**src/rtl/aes_round_ctrl.sv**
```systemverilog
// aes_round_ctrl: iterative-round sequencer for an AES-128 encryption datapath.
// Drives the state/key register enables, the round index, the final-round
// MixColumns bypass and the key-expansion round constant. Holds no block data.
module aes_round_ctrl #(
  parameter int NUM_ROUNDS = 10
) (
  input  logic       clk,
  input  logic       rst_n,
  input  logic       in_valid,
  output logic       in_ready,
  input  logic       flush,
  output logic       ld_state,
  output logic       ld_key,
  output logic       st_en,
  output logic       key_en,
  output logic [3:0] round,
  output logic       mix_bypass,
  output logic [7:0] rcon,
  output logic       busy,
  output logic       out_valid,
  input  logic       out_ready
);

  typedef enum logic [1:0] {
    S_IDLE  = 2'd0,
    S_ROUND = 2'd1,
    S_DONE  = 2'd2
  } state_t;

  localparam logic [3:0] LAST_ROUND = 4'(NUM_ROUNDS);
  localparam logic [7:0] RCON_FIRST = 8'h01;

  state_t     state_q, state_d;
  logic [3:0] round_q, round_d;
  logic [7:0] rcon_q,  rcon_d;
  logic       accept;

  // GF(2^8) multiply-by-two, used to step the round constant.
  function automatic logic [7:0] xtime(input logic [7:0] x);
    return {x[6:0], 1'b0} ^ (x[7] ? 8'h1B : 8'h00);
  endfunction

  // State, round index and round constant registers; reset parks in IDLE.
  always_ff @(posedge clk or negedge rst_n) begin
    if (!rst_n) begin
      state_q <= S_IDLE;
      round_q <= 4'd0;
      rcon_q  <= RCON_FIRST;
    end else begin
      state_q <= state_d;
      round_q <= round_d;
      rcon_q  <= rcon_d;
    end
  end

  // Next-state logic: flush aborts everything, otherwise walk IDLE->ROUND->DONE.
  always_comb begin
    state_d = state_q;
    round_d = round_q;
    rcon_d  = rcon_q;
    if (flush) begin
      state_d = S_IDLE;
      round_d = 4'd0;
      rcon_d  = RCON_FIRST;
    end else begin
      unique case (state_q)
        S_IDLE: begin
          if (accept) begin
            state_d = S_ROUND;
            round_d = 4'd1;
            rcon_d  = RCON_FIRST;
          end
        end
        S_ROUND: begin
          if (round_q == LAST_ROUND) begin
            // Round and rcon freeze at the final values while the result waits.
            state_d = S_DONE;
          end else begin
            round_d = round_q + 4'd1;
            rcon_d  = xtime(rcon_q);
          end
        end
        S_DONE: begin
          if (out_ready) begin
            if (accept) begin
              // Back-to-back: the next block loads in the same cycle the result leaves.
              state_d = S_ROUND;
              round_d = 4'd1;
              rcon_d  = RCON_FIRST;
            end else begin
              state_d = S_IDLE;
              round_d = 4'd0;
              rcon_d  = RCON_FIRST;
            end
          end
        end
        default: begin
          state_d = S_IDLE;
          round_d = 4'd0;
          rcon_d  = RCON_FIRST;
        end
      endcase
    end
  end

  // Output decode: handshake, datapath enables and status flags.
  always_comb begin
    in_ready   = 1'b0;
    accept     = 1'b0;
    ld_state   = 1'b0;
    ld_key     = 1'b0;
    st_en      = 1'b0;
    key_en     = 1'b0;
    mix_bypass = 1'b0;
    busy       = 1'b0;
    out_valid  = 1'b0;
    unique case (state_q)
      S_IDLE: begin
        in_ready = !flush;
      end
      S_ROUND: begin
        busy       = 1'b1;
        st_en      = !flush;
        key_en     = !flush;
        mix_bypass = (round_q == LAST_ROUND);
      end
      S_DONE: begin
        busy      = 1'b1;
        out_valid = 1'b1;
        // out_ready feeds in_ready combinationally so a block can enter as one leaves.
        in_ready  = out_ready && !flush;
      end
      default: begin
        in_ready = 1'b0;
      end
    endcase
    accept   = in_valid && in_ready;
    ld_state = accept;
    ld_key   = accept;
  end

  assign round = round_q;
  assign rcon  = rcon_q;

endmodule
```
**config.mk**
```make
export PLATFORM = sky130hd
export DESIGN_NAME = aes_round_ctrl
export DESIGN_NICKNAME = d
export VERILOG_FILES = /design/src/rtl/aes_round_ctrl.sv
export SDC_FILE = /design/constraint.sdc
export NUM_CORES = 1
export LEC_CHECK = 0
export BUFFER_PORTS_ARGS = -buffer_cell sky130_fd_sc_hd__buf_4
export CAP_MARGIN = 15
export CORE_MARGIN = 2
export CORE_UTILIZATION = 31
export CTS_CLUSTER_DIAMETER = 60
export DETAILED_ROUTE_END_ITERATION = 12
export GPL_TIMING_DRIVEN = 0
export HOLD_SLACK_MARGIN = 0.08
export PLACE_DENSITY = 0.51
export SLEW_MARGIN = 30
export SYNTH_ARGS = -nofsm -noshare
export SYNTH_HDL_FRONTEND = slang
export SYNTH_SLANG_ARGS = --single-unit
```
**constraint.sdc**
```tcl
create_clock -name clk -period 2.15 [get_ports clk]
set_input_delay 0.215 -clock clk [delete_from_list [all_inputs] [get_ports clk]]
set_output_delay 0.215 -clock clk [all_outputs]
set_load 0.05 [all_outputs]
```
==> results.sh, run 1 <==
export IMPL_worstSetupPathType="reg2out"
export IMPL_port_buffers=24
export IMPL_power_density_nw_per_um2=962
export IMPL_async_flop_share_pct=100
export IMPL_clock_skew_ns=0.00950
export IMPL_synthFlopType="dfrtp_1"
export IMPL_grt_pass1_vias=567
export IMPL_cts_root_buffer="clkbuf_4"
export IMPL_fmax_mhz=502
export IMPL_synth_edf_count=0
export IMPL_min_path_type="in2reg"
export IMPL_area_growth_pct=33.1
export IMPL_cp_end_kind="primary output"
export IMPL_drc=0
export IMPL_drt_iter0_markers=10
export IMPL_yosysMostFrequentCell="dfrtp_1"
export IMPL_crit_slowest_cell="dfrtp_1"
export IMPL_cts_buffers=3
export IMPL_worstPathRequired_ns=1.93
export IMPL_post_route_period_util_pct=92.7
export IMPL_synth_area_leaders="dfrtp_1 (41%), ha_1 (9.4%), a22o_1 (6.6%)"
export IMPL_grt_total_usage_pct=11.9
export IMPL_cts_resized=0
export IMPL_antenna_cells=0
export IMPL_io_pins=25
export IMPL_synth_top_cell_area_share_pct=40.6
export IMPL_outcome="complete, no violations"
export IMPL_drv_cap=0
export IMPL_antenna_left=0
export IMPL_slew_viol_final=0
export IMPL_layout_nets=114
export IMPL_clkSlewWorstSetupHoldPaths_ns=0.08
export IMPL_cts_sinks=14
export IMPL_pwr_share_seq_pct=33.0
export IMPL_yosys_warnings=0
export IMPL_dieArea_sq_um=3010
export IMPL_utilization_pct=43.5
export IMPL_synth_cell_types=28
export IMPL_initial_core_util_pct=32.7
export IMPL_cts_tree="built"
export IMPL_slew_headroom_pct=69.5
export IMPL_period_minus_slack_ns=1.99
export IMPL_design_core_area_sq_um=2450
export IMPL_fin_setup_tns_ns=0
export IMPL_cp_cell_sequence="inv_1, ha_1, a21oi_1, nor2_4, and2_2, buf_4, buf_4"
export IMPL_grt_max_degree=15
export IMPL_die_height_um=54.9
export IMPL_grt_pass1_wl_um=2520
export IMPL_sw_frac_of_total_pct=46.1
export IMPL_syn_nets=84
export IMPL_wl_per_cell_um=13.2
export IMPL_die_w_um=54.9
export IMPL_yosys_register_bits=14
export IMPL_p_leak_uw=0.000559
export IMPL_worst_pin_slew_ns=0.457
export IMPL_path_delay_family="flip-flops"
export IMPL_drive_gt1_share_pct=38.2
export IMPL_crit_path_start_kind="flip-flop"
export IMPL_avgSynthCellArea_sq_um=11.0
export IMPL_clkLatencyLatePin_ns=0.27
export IMPL_grt_antenna_before_repair=0
export IMPL_grt_setup_unrepaired="no"
export IMPL_netlist_area_sq_um=802
export IMPL_path_max_fanout=4
export IMPL_synthTopCellsByCount="dfrtp_1 (13), a21oi_1 (6), a22o_1 (6), ha_1 (6), inv_1 (6)"
export IMPL_yosysSeqAreaShare_pct=43.8
export IMPL_layoutNonFillerInstCount=132
export IMPL_dp_cells=127
export IMPL_critical_path_arrival_ns=1.78
export IMPL_num_vias=656
export IMPL_ir_drop_uv=462
export IMPL_setup_violations=0
export IMPL_firstDrtPassIters=4
export IMPL_cts_htree_levels=1
export IMPL_p_int_uw=553
export IMPL_dp_hpwl_um=1270
export IMPL_power_frac_comb_pct=52.6
export IMPL_place_congestion=0.700
export IMPL_synth_top_cell_by_area="dfrtp_1"
export IMPL_netlist_instances=73
export IMPL_critPathBufInv=3
export IMPL_max_stage_delay_ns=0.39
export IMPL_grt_overflow_total=0
export IMPL_finalWirelength_um=1740
export IMPL_viasPerCell=4.97
export IMPL_rows=18
export IMPL_crit_top_cell="buf_4"
export IMPL_hold_viol_final=0
export IMPL_clockBufferDepth=2
export IMPL_p_switching_uw=473
export IMPL_cts_setup_buffers=0
export IMPL_clockPowerShare_pct=14.4
[layout make-up]
cell class / instances / area, sq um
fill: 244 / 1390
multi-input combinational: 49 / 409
sequential: 14 / 352
timing repair buffer: 25 / 190
tap: 30 / 37.5
buffer: 4 / 30.0
clock buffer: 4 / 26.3
inverter: 6 / 22.5
[worst min-delay path: stages]
cell	delay (ns)
buf_4	0.12
a211o_1	0.10
mux2i_1	0.06
[power groups by stage]
| stage | Combinational (uW) | Clock (uW) | Sequential, uW |
|---|---|---|---|
| 2_1_floorplan | 316 | 0 | 428 |
| 3_3_place_gp | 542 | 0 | 343 |
| 3_5_place_dp | 541 | 0 | 344 |
| 4_1_cts | 544 | 155 | 339 |
| 5_1_grt | 581 | 168 | 344 |
| 6_report | 540 | 148 | 339 |
[final timing paths]
check | from | endpoint | slack, ns | depth (start not counted)
max in group asynchronous | rst_n | rcon[0]$_DFFE_PN1P_ | 1.58 | 2
min in group asynchronous | rst_n | rcon[6]$_DFFE_PN0P_ | 0.32 | 2
min | flush | state_q[0]$_DFFE_PN0P_ | 0.26 | 3
min reg2reg | rcon[5]$_DFFE_PN0P_ | rcon[5]$_DFFE_PN0P_ | 0.54 | 1
max | state_q[0]$_DFFE_PN0P_ | ld_state | 0.16 | 7
max reg2reg | state_q[0]$_DFFE_PN0P_ | round[2]$_DFFE_PN0P_ | 0.34 | 7
[what timing repair did]
action,CTS,global route
hold buffers,1,0
endpoints found under the hold margin,14,0
setup endpoints to repair,0,0
[cells by family after synthesis]
group	synth area share, %
AO/OA/AOI/OAI	18.7
XOR/XNOR	3.28
AND/OR/NAND/NOR	14.5
multiplexers	3.74
flip-flops	43.8
buffers and inverters	6.55
adder cells (fa/ha/maj)	9.36
[registers in the layout, summed over array words and instances, names as in the netlist]
name and cells:
rcon 8, state_q 2, round 4
[stage by stage]
step           power, uW  setup WS [ns]  hold WS, ns  area (sq um)
4_1_cts             1040          0.149        0.255          1070
5_1_grt             1090         0.0466        0.254          1070
6_report            1030          0.157        0.256          1070
3_3_place_gp         885          0.361       0.0722          1030
2_1_floorplan        744         0.0172      -0.0806           813
3_5_place_dp         885          0.354       0.0763          1030
[placed cells by master, fill, tap and decap left out, types with 2 or more instances in the layout]
| cell type | count |
|---|---|
| ha_1 | 5 |
| a211o_1 | 2 |
| a22o_2 | 2 |
| a22o_1 | 6 |
| xor2_1 | 3 |
| clkbuf_4 | 3 |
| nand3_1 | 2 |
| dfrtp_1 | 13 |
| a21oi_1 | 6 |
| inv_1 | 6 |
| mux2i_1 | 3 |
| nand2b_1 | 2 |
| buf_4 | 26 |
| nor2_1 | 2 |
| nand4b_1 | 2 |
[metal layers]
metal | up-vias | part of all wire [%] | global-route usage [%]
met2 | 19 | 45 | 18.5
li1 | 321 | - | -
met1 | 314 | 49 | 16.0
met3 | 2 | 5.8 | 1.64
met4 | 0 | 0.63 | 6.25
met5 | - | 0 | 0
Power figures use the tool's default switching activity.
==> run 2, diff against run 1 <==
PLACE_DENSITY = 0.53   (was 0.51)
SKIP_LAST_GASP = 1   (was unset)
clock period = 1.7 ns   (was 2.15 ns; I/O delays follow)
==> results.sh, run 2 (same netlist as run 1, synthesis figures left out) <==
export IMPL_final_common_cell="buf_4"
export IMPL_timing_final_ws_setup_ns=0.0543
export IMPL_clkLatencyLatePin_ns=0.27
export IMPL_grt_pass1_wl_um=3130
export IMPL_port_buffers=24
export IMPL_die_height_um=54.9
export IMPL_final_cell_mix="buf_4 (33), dfrtp_1 (12), a22o_1 (6), buf_6 (6), a21oi_1 (5)"
export IMPL_grt_setup_unrepaired="yes"
export IMPL_hold_viol_final=0
export IMPL_drc=0
export IMPL_grt_pass1_vias=675
export IMPL_holdWs_ns=0.217
export IMPL_cts_sinks=14
export IMPL_grt_antenna_before_repair=0
export IMPL_path_max_fanout=4
export IMPL_path_delay_family="buffers and inverters"
export IMPL_critical_path_arrival_ns=1.48
export IMPL_wl_per_cell_um=13.4
export IMPL_largest_register_ffs=8
export IMPL_firstDrtPassIters=5
export IMPL_dp_hpwl_um=1340
export IMPL_cp_cell_sequence="buf_6, ha_4, a21oi_4, nor2_4, buf_4, buf_4"
export IMPL_gr_usage_met2_pct=24.8
export IMPL_design_core_area_sq_um=2450
export IMPL_max_stage_delay_ns=0.42
export IMPL_p_leak_uw=0.000648
export IMPL_critPathBufInv=3
export IMPL_cts_root_buffer="clkbuf_4"
export IMPL_clkSlewWorstSetupHoldPaths_ns=0.08
export IMPL_slew_headroom_pct=81.4
export IMPL_outcome="complete, no violations"
export IMPL_layout_nets=127
export IMPL_cp_end_kind="primary output"
export IMPL_fmax_mhz=608
export IMPL_worstPathRequired_ns=1.53
export IMPL_drt_iter0_markers=8
export IMPL_cts_tree="built"
export IMPL_finalWirelength_um=1940
export IMPL_drive_gt1_share_pct=54.8
export IMPL_crit_slowest_cell="dfrtp_1"
export IMPL_rows=18
export IMPL_antenna_cells=0
export IMPL_clockBufferDepth=2
export IMPL_post_route_period_util_pct=96.8
export IMPL_place_congestion=0.716
export IMPL_fillers=227
export IMPL_clock_skew_ns=0.00229
export IMPL_utilization_pct=52.0
export IMPL_grt_use_met3_pct=1.64
export IMPL_cts_htree_levels=1
export IMPL_fin_setup_tns_ns=0
export IMPL_grt_overflow_total=0
export IMPL_worstSetupPathType="reg2out"
export IMPL_drv_cap=0
export IMPL_ir_drop_uv=677
export IMPL_period_minus_slack_ns=1.65
export IMPL_initial_core_util_pct=32.7
export IMPL_grt_busiest_layer="met2"
export IMPL_antenna_left=0
export IMPL_dp_slack_ns=-0.145
export IMPL_gr_usage_met1_pct=18.4
export IMPL_slew_viol_final=0
export IMPL_area_growth_pct=59.1
export IMPL_power_density_nw_per_um2=1210
export IMPL_io_pins=25
export IMPL_crit_top_cell="buf_4"
export IMPL_dieArea_sq_um=3010
export IMPL_whs_path_depth=3
export IMPL_crit_path_start_kind="flip-flop"
export IMPL_grt_max_degree=15
export IMPL_setup_violations=0
export IMPL_worst_pin_slew_ns=0.278
export IMPL_cts_buffers=3
export IMPL_r2r_cells=7
export IMPL_grt_total_usage_pct=14.7
export IMPL_viasPerCell=4.97
export IMPL_num_vias=721
export IMPL_die_w_um=54.9
export IMPL_cp_depth=6
export IMPL_min_path_type="in2reg"
==> run 2: metrics by stage <==
stage	total power [uW]	std cells	area, sq um
after floorplan	984	73	855
after global placement	1160	127	1070
after detailed placement	1170	127	1070
after CTS	1520	145	1230
after global routing	1640	145	1280
final	1550	145	1280
==> run 2: layout make-up <==
type | instances | area, sq um | area share, %
well taps | 30 | 37.5 | 2.94
inverters | 6 | 26.3 | 2.06
clock buffers | 4 | 26.3 | 2.06
repair buffers | 40 | 333 | 26.1
plain buffers | 2 | 11.3 | 0.882
multi-input cells | 49 | 489 | 38.3
flip-flops and latches | 14 | 353 | 27.6
==> run 2: metal layers <==
| metal | wire [um] | share of wire, % |
|---|---|---|
| met1 | 814 | 42 |
| met5 | 0 | 0 |
| met3 | 78 | 4.0 |
| met2 | 1030 | 53 |
| met4 | 14 | 0.72 |
==> run 2: where the power goes <==
part / internal, uW / switching (uW) / total (uW)
clock: 90.8 / 102 / 193
combinational: 395 / 540 / 935
sequential: 384 / 36.6 / 420
==> run 2: worst register-to-register path, delay by kind of cell, from the launching register on <==
kind	cells	cell delay, ns
adders and majority gates	1	0.17
buffers and inverters	2	0.25
and+or+nand+nor	2	0.23
DFF	1	0.41
AOI/OAI and AO/OA	2	0.44
==> run 2: repair_timing <==
action	4_1_cts	5_1_grt
hold endpoints to repair	14	0
setup endpoints to repair	15	11
pin swaps	2	5
hold buffers	1	0
gates resized for setup	9	10
buffers inserted	14	1
==> run 2: worst paths after layout <==
kind	startpoint	end	slack (ns)
max reg2reg	state_q[0]$_DFFE_PN0P_	rcon[5]$_DFFE_PN0P_	0.10
min	flush	round[0]$_DFFE_PN0P_	0.22
min reg2reg	rcon[5]$_DFFE_PN0P_	rcon[5]$_DFFE_PN0P_	0.54
max in group asynchronous	rst_n	rcon[0]$_DFFE_PN1P_	1.18
min in group asynchronous	rst_n	round[3]$_DFFE_PN0P_	0.28
max	state_q[1]$_DFFE_PN0P_	in_ready	0.05
